**config.mk**
```make
export PLATFORM = sky130hd
export DESIGN_NAME = mem_port_arbiter
export DESIGN_NICKNAME = d
export VERILOG_FILES = /design/src/rtl/riscv_pkg.sv /design/src/rtl/mem_arb_select.sv /design/src/rtl/mem_port_arbiter.sv
export SDC_FILE = /design/constraint.sdc
export NUM_CORES = 1
export LEC_CHECK = 0
export ABC_AREA = 1
export BUFFER_PORTS_ARGS = -buffer_cell sky130_fd_sc_hd__buf_2
export CORE_MARGIN = 3
export CORE_UTILIZATION = 42
export CTS_CLUSTER_SIZE = 8
export DETAILED_ROUTE_END_ITERATION = 6
export GPL_TIMING_DRIVEN = 0
export HOLD_SLACK_MARGIN = 0.12
export PLACE_DENSITY = 0.8
export SLEW_MARGIN = 20
export SYNTH_ARGS = -nofsm -noshare
export SYNTH_HDL_FRONTEND = slang
export SYNTH_SLANG_ARGS = --single-unit
```
**constraint.sdc**
```tcl
create_clock -name clk -period 1.9 [get_ports clk]
set_clock_uncertainty 0.15 [all_clocks]
set_input_delay 0.57 -clock clk [delete_from_list [all_inputs] [get_ports clk]]
set_output_delay 0.57 -clock clk [all_outputs]
set_load 0.005 [all_outputs]
```
**src/rtl/riscv_pkg.sv**
```systemverilog
// Shared types for the multicycle core's memory-port arbiter: FSM states,
// port owner encoding and the machine word width.
package riscv_pkg;

  localparam int XLEN = 32;

  typedef enum logic [1:0] {
    IDLE = 2'd0,
    REQ  = 2'd1,
    WAIT = 2'd2
  } arb_state_t;

  typedef enum logic [1:0] {
    NONE  = 2'd0,
    FETCH = 2'd1,
    DATA  = 2'd2
  } arb_owner_t;

endpackage

```
**src/rtl/mem_arb_select.sv**
```systemverilog
// Winner select for the shared memory port: data has priority, but a pending
// fetch is forced through after D_BURST_MAX consecutive data grants.
module mem_arb_select
  import riscv_pkg::*;
#(
  parameter int D_BURST_MAX = 4
) (
  input  logic clk,
  input  logic rst_n,
  input  logic i_arb_en,
  input  logic i_if_req,
  input  logic i_d_req,
  output logic o_if_win,
  output logic o_d_win
);

  localparam int CNT_W = $clog2(D_BURST_MAX + 1);

  logic [CNT_W-1:0] r_burst_cnt;
  logic             w_burst_full;

  assign w_burst_full = (r_burst_cnt == CNT_W'(D_BURST_MAX));
  assign o_if_win     = i_arb_en & i_if_req & (~i_d_req | w_burst_full);
  assign o_d_win      = i_arb_en & i_d_req & ~o_if_win;

  // Counts data grants taken while fetch was waiting; any fetch grant, or a
  // data grant with no fetch pending, starts the window over.
  // NOTE: state registers use non-blocking assignments so every flop samples
  // pre-edge values regardless of process ordering.
  always_ff @(posedge clk) begin
    if (!rst_n) begin
      r_burst_cnt <= '0;
    end else if (o_if_win) begin
      r_burst_cnt <= '0;
    end else if (o_d_win) begin
      if (!i_if_req)
        r_burst_cnt <= '0;
      else if (!w_burst_full)
        r_burst_cnt <= r_burst_cnt + CNT_W'(1);
    end
  end

endmodule

```
**src/rtl/mem_port_arbiter.sv**
```systemverilog
// Shares the unified memory port between fetch and mem stages: one outstanding
// req/gnt/rvalid transaction, response routed to its owner, flushable fetches.
module mem_port_arbiter
  import riscv_pkg::*;
#(
  parameter int D_BURST_MAX = 4
) (
  input  logic              clk,
  input  logic              rst_n,
  input  logic              if_req,
  input  logic [XLEN-1:0]   if_addr,
  input  logic              if_flush,
  output logic              if_gnt,
  output logic              if_rvalid,
  output logic [XLEN-1:0]   if_rdata,
  input  logic              d_req,
  input  logic              d_we,
  input  logic [XLEN-1:0]   d_addr,
  input  logic [XLEN-1:0]   d_wdata,
  input  logic [XLEN/8-1:0] d_wstrb,
  output logic              d_gnt,
  output logic              d_rvalid,
  output logic [XLEN-1:0]   d_rdata,
  output logic              mem_req,
  output logic              mem_we,
  output logic [XLEN-1:0]   mem_addr,
  output logic [XLEN-1:0]   mem_wdata,
  output logic [XLEN/8-1:0] mem_wstrb,
  input  logic              mem_gnt,
  input  logic              mem_rvalid,
  input  logic [XLEN-1:0]   mem_rdata
);

  arb_state_t        r_state;
  arb_state_t        w_state_nxt;
  arb_owner_t        r_owner;
  logic              r_drop;
  logic              r_mem_we;
  logic [XLEN-1:0]   r_mem_addr;
  logic [XLEN-1:0]   r_mem_wdata;
  logic [XLEN/8-1:0] r_mem_wstrb;
  logic              r_if_rvalid;
  logic [XLEN-1:0]   r_if_rdata;
  logic              r_d_rvalid;
  logic [XLEN-1:0]   r_d_rdata;

  logic w_arb_en;
  logic w_if_gnt;
  logic w_d_gnt;
  logic w_resp;
  logic w_flush_hit;

  // Grants are combinational, so they must be masked directly while reset is low.
  assign w_arb_en = (r_state == IDLE) & rst_n;

  mem_arb_select #(
    .D_BURST_MAX (D_BURST_MAX)
  ) u_select (
    .clk      (clk),
    .rst_n    (rst_n),
    .i_arb_en (w_arb_en),
    .i_if_req (if_req),
    .i_d_req  (d_req),
    .o_if_win (w_if_gnt),
    .o_d_win  (w_d_gnt)
  );

  // A response only counts once the memory has accepted the request.
  assign w_resp      = mem_rvalid & (((r_state == REQ) & mem_gnt) | (r_state == WAIT));
  assign w_flush_hit = if_flush & (r_owner == FETCH) & ((r_state == REQ) | (r_state == WAIT));

  always_ff @(posedge clk) begin
    if (!rst_n) r_state <= IDLE;
    else        r_state <= w_state_nxt;
  end

  // NOTE: the hold-current-state default comes first so no path leaves
  // w_state_nxt unassigned, which would otherwise infer a latch.
  always_comb begin
    w_state_nxt = r_state;
    case (r_state)
      IDLE:    if (w_if_gnt || w_d_gnt) w_state_nxt = REQ;
      REQ:     if (mem_gnt) w_state_nxt = mem_rvalid ? IDLE : WAIT;
      WAIT:    if (mem_rvalid) w_state_nxt = IDLE;
      default: w_state_nxt = IDLE;
    endcase
  end

  always_ff @(posedge clk) begin
    if (!rst_n) begin
      r_owner     <= NONE;
      r_drop      <= 1'b0;
      r_mem_we    <= 1'b0;
      r_mem_addr  <= '0;
      r_mem_wdata <= '0;
      r_mem_wstrb <= '0;
      r_if_rvalid <= 1'b0;
      r_if_rdata  <= '0;
      r_d_rvalid  <= 1'b0;
      r_d_rdata   <= '0;
    end else begin
      r_if_rvalid <= 1'b0;
      r_d_rvalid  <= 1'b0;

      if (w_if_gnt) begin
        r_owner     <= FETCH;
        r_mem_we    <= 1'b0;
        r_mem_addr  <= if_addr;
        r_mem_wdata <= '0;
        r_mem_wstrb <= '0;
        r_drop      <= if_flush;
      end else if (w_d_gnt) begin
        r_owner     <= DATA;
        r_mem_we    <= d_we;
        r_mem_addr  <= d_addr;
        r_mem_wdata <= d_we ? d_wdata : '0;
        r_mem_wstrb <= d_we ? d_wstrb : '0;
        r_drop      <= 1'b0;
      end

      if (w_flush_hit) r_drop <= 1'b1;

      // A flush in the response cycle itself still suppresses the pulse.
      if (w_resp) begin
        if (r_owner == FETCH) begin
          r_if_rdata  <= mem_rdata;
          r_if_rvalid <= ~(r_drop | if_flush);
        end else if (r_owner == DATA) begin
          r_d_rdata  <= mem_rdata;
          r_d_rvalid <= 1'b1;
        end
        r_owner <= NONE;
        r_drop  <= 1'b0;
      end
    end
  end

  assign if_gnt    = w_if_gnt;
  assign d_gnt     = w_d_gnt;
  assign if_rvalid = r_if_rvalid;
  assign if_rdata  = r_if_rdata;
  assign d_rvalid  = r_d_rvalid;
  assign d_rdata   = r_d_rdata;
  assign mem_req   = (r_state == REQ);
  assign mem_we    = r_mem_we;
  assign mem_addr  = r_mem_addr;
  assign mem_wdata = r_mem_wdata;
  assign mem_wstrb = r_mem_wstrb;

endmodule
```
==> results of run 1 <==
-- per-layer routing --
metal	vias to the layer above	wire length, µm	GRT usage
li1	3272	-	-
met1	2935	7400	0.273
met2	305	9500	0.410
met3	26	1760	0.0716
met4	0	337	0.0767
met5	-	0	0
-- flip-flops by register name, indices dropped and copies added, names as in the netlist --
name,flops
mem_wdata,32
u_select.r_burst_cnt,3
if_rvalid,1
if_rdata,32
d_rvalid,1
r_drop,1
mem_we,1
r_owner,2
r_state,2
mem_wstrb,4
mem_addr,32
d_rdata,32
-- power by group --
| group | switching (µW) | total, µW | leakage, µW | internal, µW |
|---|---|---|---|---|
| logic | 939 | 1670 | 0.00286 | 729 |
| registers | 88.3 | 3280 | 0.00116 | 3190 |
| clock network | 1310 | 3720 | 0.000324 | 2400 |
| total | 2340 | 8670 | 0.00434 | 6330 |
-- worst max-delay path: stages, from the launching register on --
cell	delay, ns
dfxtp_2	0.32
inv_1	0.07
ha_2	0.21
nand3_2	0.12
nand2_4	0.10
inv_4	0.04
buf_6	0.10
-- placed cells by master (no fill, tap or decap), types with 3 or more instances in the layout --
master | netlist | final
buf_4 | 13 | 33
ha_1 | 6 | 3
buf_1 | 8 | 8
inv_4 | 0 | 4
buf_6 | 0 | 13
clkbuf_2 | 0 | 4
nand3_1 | 110 | 109
a21oi_2 | 0 | 5
buf_2 | 23 | 285
o21ai_0 | 33 | 33
clkinv_4 | 0 | 5
clkbuf_1 | 18 | 12
a21oi_1 | 105 | 100
dfxtp_1 | 143 | 139
inv_2 | 6 | 5
nand2_4 | 0 | 4
clkbuf_16 | 0 | 18
clkbuf_4 | 0 | 5
nand4_1 | 33 | 33
nand2_2 | 2 | 4
bufinv_16 | 0 | 5
inv_1 | 74 | 70
nor2_1 | 6 | 6
dfxtp_2 | 0 | 4
nand2_1 | 217 | 210
-- cells by family after synthesis --
logic type | Yosys count | synth area share
adder cells (fa/ha/maj) | 6 | 0.0127
flip-flops | 143 | 0.485
AND/OR/NAND/NOR | 372 | 0.279
AO/OA/AOI/OAI | 139 | 0.118
XOR/XNOR | 1 | 0.00148
buffers and inverters | 142 | 0.103
-- metrics by stage --
step                      hold slack [ns]  setup WS, ns  instance area (µm²)
after CTS                           0.200        -0.274                 8340
final                               0.217        -0.196                 8610
after detailed placement            0.273        -0.495                 7500
after global placement              0.263        -0.473                 7500
after floorplan                     0.248        0.0147                 5900
after global routing                0.209        -0.249                 8600
-- cell type report --
class / count / area [µm²]
fill: 1224 / 4900
sequential: 143 / 2870
buffer: 60 / 380
clock inverter: 12 / 208
clock buffer: 19 / 453
timing repair buffer: 302 / 1610
inverter: 80 / 318
multi-input combinational: 518 / 2540
tap: 176 / 220
antenna: 1 / 2.50
-- what timing repair did --
action                                 4_1_cts  5_1_grt
endpoints found under the hold margin        0        0
pin swaps                                    8       11
gates resized for setup                     26       65
setup buffers                               13       11
setup endpoints to repair                   59       95
cloned                                       0        3
-- final timing paths --
kind                            from          end  slack [ns]  cells past startpoint
max          u_select.r_burst_cnt[0]        d_gnt       -0.20                      6
min                         if_flush    if_rvalid        0.22                      2
max reg2reg               r_state[1]  d_rdata[12]        0.06                     12
min reg2reg                   r_drop    if_rvalid        0.29                      1
==> metrics.csv, run 1 <==
stage;metric;value;unit
synth;synth_seq_area_share;0.485;
clock_network;clk_pin_slew;0.06;ns
clock_network;cts_sinks;143;
placement;dp_cells;1255;
sta;finalMaxSlewViolations;0;
synth;ys_ff_latch;143;
final_layout;stdcell_count;1311;
global_routing;grt_max_degree;17;
sta;rsz0062_at_grt;true;
synth;synth_commonest_cells;217 x nand2_1, 143 x dfxtp_1, 110 x nand3_1, 105 x a21oi_1, 74 x inv_1;
sta;worst_pin_slew;0.512;ns
clock_network;cts_buffers;17;
synth;avgSynthCellArea;7.35;µm²
routing;first_pass_iters;5;
sta;relSlewSlack;0.658;
worst_setup_path;critical_path_arrival;1.38;ns
synth;yosys_warnings;0;
routing;vias;6538;
placement;portBuffers;276;
synth;yosysTopAreaCellShare;0.485;
worst_setup_path;path_class;reg2out;
floorplan;num_rows;42;
final_layout;drive_gt1_frac;0.360;
final_layout;utilization;0.637;
routing;wl_per_cell;14.5;µm
floorplan;ios;278;
global_routing;grt_pass1_wl;29700;µm
floorplan;die-width;125;µm
worst_setup_path;required;1.18;ns
synth;synthArstFlopShare;0;
floorplan;die_height;125;µm
synth;synthCells;803;
floorplan;coreArea;13500;µm²
worst_setup_path;crit_path_end_kind;output port;
clock_network;ctsHtreeMaxLevel;4;
routing;drt_iter0_markers;319;
clock_network;cts_hold_buf;0;
pwr;total_power;8670;µW
status;violations;setup timing;
synth;synth.area.top_cells;dfxtp_1 49%, nand2_1 14%, nand3_1 9.3%, a21oi_1 8.9%, inv_1 4.7%;
routing;ant_nets;0;
sta;setup_violations;3;
clock_network;cts.path.max_buffers;2;
pwr;vdd_drop_max;0.636;mV
global_routing;grt_antenna_before_repair;0;
floorplan;initial_core_util;0.437;
routing;viasPerCell;4.99;
sta;finalSetupTns;-0.442;ns
pwr;powerDensity;1010;nW/µm²
synth;synth.distinct_cells;20;
floorplan;die_area;15500;µm²
synth;post-synth-top-count-cell;nand2_1;
routing;route.detailed.drc;0;
flow_run;maxCapViolCount;0;
clock_network;clock_latency;0.41;ns
placement;dpl.hpwl;13700;µm
global_routing;grtUsageTotal;0.234;
sta;fmax;477;MHz
worst_setup_path;crit_fanout;2;
synth;synth_nets;949;
synth;synthFlopType;dfxtp_1;
worst_setup_path;cp-start-kind;flop;
sta;final.min_clock_period;2.10;ns
routing;wl;19000;µm
synth;synth_edf_count;0;
sta;fin_ws;-0.196;ns
synth;synth.cell_area;5900;µm²
global_routing;grt_pass1_vias;6050;
min_path;hp-class;in2reg;
sta;hold_viol_final;0;
global_routing;overflow;0;
placement;place.gp.congestion;0.853;
status;status;finished, violations left;
clock_network;root_buffer;clkbuf_16;
final_layout;area_delta_synth_final;45.9;%
synth;yosysTopAreaCell;dfxtp_1;
clock_network;cts_tree;built;
final_layout;final_nets;1268;
pwr;p_leak;0.00434;µW
sta;fin_crit_sh;1.10;
(Power assumes the default switching activity.)
==> inputs of run 2 (changes only) <==
--- a/config.mk
+++ b/config.mk
@@ -5,15 +5,15 @@
 export SDC_FILE = /design/constraint.sdc
 export NUM_CORES = 1
 export LEC_CHECK = 0
-export ABC_AREA = 1
 export BUFFER_PORTS_ARGS = -buffer_cell sky130_fd_sc_hd__buf_2
 export CORE_MARGIN = 3
-export CORE_UTILIZATION = 42
+export CORE_UTILIZATION = 43
+export CTS_BUF_LIST = sky130_fd_sc_hd__clkbuf_8
 export CTS_CLUSTER_SIZE = 8
 export DETAILED_ROUTE_END_ITERATION = 6
 export GPL_TIMING_DRIVEN = 0
 export HOLD_SLACK_MARGIN = 0.12
-export PLACE_DENSITY = 0.8
+export PLACE_DENSITY = 0.82
 export SLEW_MARGIN = 20
 export SYNTH_ARGS = -nofsm -noshare
 export SYNTH_HDL_FRONTEND = slang
==> run 2 against run 1 <==
The run still ends with setup timing left. Clock-buffer cell count increased by 4. Highest routed layer is now met5. Critical path type unchanged. Cell count down 11%. Worst hold slack worse by 0.047 ns. Sequential share of layout area is 1.7 points higher. Routed wire length down 0.50%. Global-route usage increased by 0.63 points. Largest cell class unchanged. Synthesized cell count down 16%. Worst setup slack worse by 0.099 ns.
==> metrics.csv, run 2 <==
stage;metric;value;unit;change
status;status;finished, violations left;;
status;violations;setup timing;;
clock_network;clock_latency;0.44;ns;+0.03 ns
synth;yosysTopAreaCell;dfxtp_1;;
sta;fin_ws;-0.295;ns;-0.0986 ns
final_layout;final_cell_mix;276 x buf_2, 139 x dfxtp_1, 99 x nand2_1;;
synth;ys_ff_latch;143;;unchanged
synth;synth_edf_count;0;;unchanged
final_layout;area_delta_synth_final;39.6;%;
floorplan;ios;278;;unchanged
final_layout;drive_gt1_frac;0.378;;+0.0185
clock_network;ctsHtreeMaxLevel;4;;unchanged
clock_network;cts_buffers;17;;unchanged
sta;fmax;456;MHz;-4.5%
floorplan;coreArea;13300;µm²;-1.6%
synth;synth_commonest_cells;143 x dfxtp_1, 99 x nand2_1, 98 x o21ai_0, 65 x mux2i_1, 49 x clkbuf_1;;
routing;wl_per_cell;16.2;µm;+11%
sta;relSlewSlack;0.666;;+0.00755
routing;wl;18900;µm;-0.50%
clock_network;root_buffer;clkbuf_8;;
global_routing;grt_antenna_before_repair;1;;+1
synth;synthArstFlopShare;0;;unchanged
sta;rsz0062_at_grt;true;;
worst_setup_path;required;1.18;ns;about the same
final_layout;final_nets;1129;;-11%
final_layout;n_antenna_cell;0;;-1
synth;synthCells;673;;-16%
routing;route.detailed.drc;0;;unchanged
routing;drt_iter0_markers;401;;+26%
clock_network;cts_sinks;143;;unchanged
placement;place_ws;-0.445;ns;+0.0499 ns
synth;avgSynthCellArea;8.72;µm²;+19%
worst_setup_path;crit_path_end_kind;output port;;
pwr;p_leak;0.00412;µW;-5.1%
final_layout;layout.cells.most_common;buf_2;;
placement;place.gp.congestion;0.828;;-2.9%
routing;viasPerCell;5.36;;+7.5%
synth;yosys_warnings;0;;unchanged
worst_setup_path;cp-start-kind;flop;;
global_routing;grt_max_degree;20;;+3
routing;ant_nets;0;;unchanged
clock_network;cts.path.max_buffers;2;;unchanged
synth;synth.cell_area;5870;µm²;-0.53%
sta;final.min_clock_period;2.19;ns;+0.0986 ns
global_routing;grt_pass1_wl;28700;µm;-3.4%
final_layout;utilization;0.616;;-0.0212
routing;vias;6274;;-4.0%
routing;first_pass_iters;6;;+1
floorplan;die_height;123;µm;-1.4%
synth;yosysTopAreaCellShare;0.488;;+0.00259
clock_network;clk_pin_slew;0.07;ns;about the same
floorplan;initial_core_util;0.441;;+0.00455
min_path;hp-class;in2reg;;
sta;fin_crit_sh;1.16;;+0.0519
synth;post-synth-top-count-cell;dfxtp_1;;
worst_setup_path;crit_fanout;6;;+4
global_routing;overflow;0;;unchanged
worst_setup_path;critical_path_arrival;1.47;ns;+0.09 ns
synth;synth_nets;819;;-14%
synth;synth.area.top_cells;dfxtp_1 49%, mux2i_1 11%, o21ai_0 8.4%, nand2_1 6.3%, nand4_1 3.8%;;
global_routing;grt_pass1_vias;5852;;-3.3%
placement;portBuffers;276;;unchanged
worst_setup_path;path_class;reg2out;;
synth;synthFlopType;dfxtp_1;;
flow_run;maxCapViolCount;0;;unchanged
placement;dpl.hpwl;13800;µm;+0.93%
floorplan;num_rows;42;;unchanged
global_routing;grtUsageTotal;0.241;;+0.00629
pwr;powerDensity;847;nW/µm²;-16%
clock_network;cts_hold_buf;0;;unchanged
clock_network;cts_tree;built;;
synth;synth_seq_area_share;0.488;;+0.00259
synth;synth.distinct_cells;35;;+75%
floorplan;die_area;15100;µm²;-2.7%
sta;hold_viol_final;0;;unchanged
floorplan;die-width;123;µm;-1.4%
pwr;vdd_drop_max;0.518;mV;-19%
sta;setup_violations;3;;unchanged
sta;worst_pin_slew;0.501;ns;-0.0113 ns
sta;finalMaxSlewViolations;0;;unchanged
==> run 2: layout make-up <==
type / count / area (µm²)
sequential: 143 / 2870
clock buffer: 23 / 317
multi-input combinational: 455 / 2770
inverter: 7 / 26.3
timing repair buffer: 296 / 1570
tap: 176 / 220
buffer: 63 / 362
fill: 1191 / 5100
clock inverter: 7 / 61.3
==> run 2: kinds of logic (layout without fill, tap and decap cells) <==
kind of cell	after synthesis	count (layout)	synth area share
buf+inv	75	396	0.0565
fa+ha+maj	6	6	0.0128
mux	65	65	0.111
flops	143	143	0.488
compound gates	194	194	0.181
simple gates	190	190	0.151
==> run 2: where the power goes <==
part	internal [µW]	switching [µW]	leakage (µW)	total, µW
registers	3180	92.4	0.00116	3270
logic	616	739	0.00275	1360
clock network	1220	1100	0.000206	2310
total	5010	1930	0.00412	6940
==> run 2: routing by layer <==
metal	global-route usage	vias up	part of all wire
met3	0.0765	36	0.091
met1	0.285	2918	0.40
li1	-	3023	-
met4	0.0889	2	0.018
met2	0.408	295	0.49
met5	0	-	0.00037
==> run 2: what timing repair did <==
action | 4_1_cts | 5_1_grt
hold endpoints to repair | 0 | 0
buffers inserted | 12 | 8
setup endpoints to repair | 134 | 127
cloned | 0 | 1
pin swaps | 7 | 6
gates resized for setup | 42 | 47
==> run 2: worst max-delay path, stage by stage (launching register included) <==
cell and delay [ns]:
dfxtp_2 0.35, inv_2 0.06, ha_4 0.18, and3_4 0.18
and2_4 0.15, buf_6 0.11
==> run 2: through the flow <==
step | cells | power, µW | cell area (µm²) | hold slack, ns | setup TNS [ns]
2_1_floorplan | 673 | 3940 | 5880 | 0.248 | -0.0105
6_report | 1170 | 6940 | 8190 | 0.170 | -0.621
3_3_place_gp | 1125 | 4450 | 7480 | 0.265 | -31.37
3_5_place_dp | 1125 | 4470 | 7480 | 0.268 | -33.52
5_1_grt | 1170 | 7240 | 8190 | 0.141 | -0.903
4_1_cts | 1165 | 6920 | 8080 | 0.136 | -5.06
==> run 2: final timing paths <==
kind,cells after the start,slack [ns],startpoint,end
setup / recovery,5,-0.29,r_state[1],if_gnt
hold / removal,2,0.17,if_flush,if_rvalid
setup reg to reg,8,0.05,u_select.r_burst_cnt[0],mem_wdata[22]
hold reg to reg,1,0.28,r_drop,if_rvalid
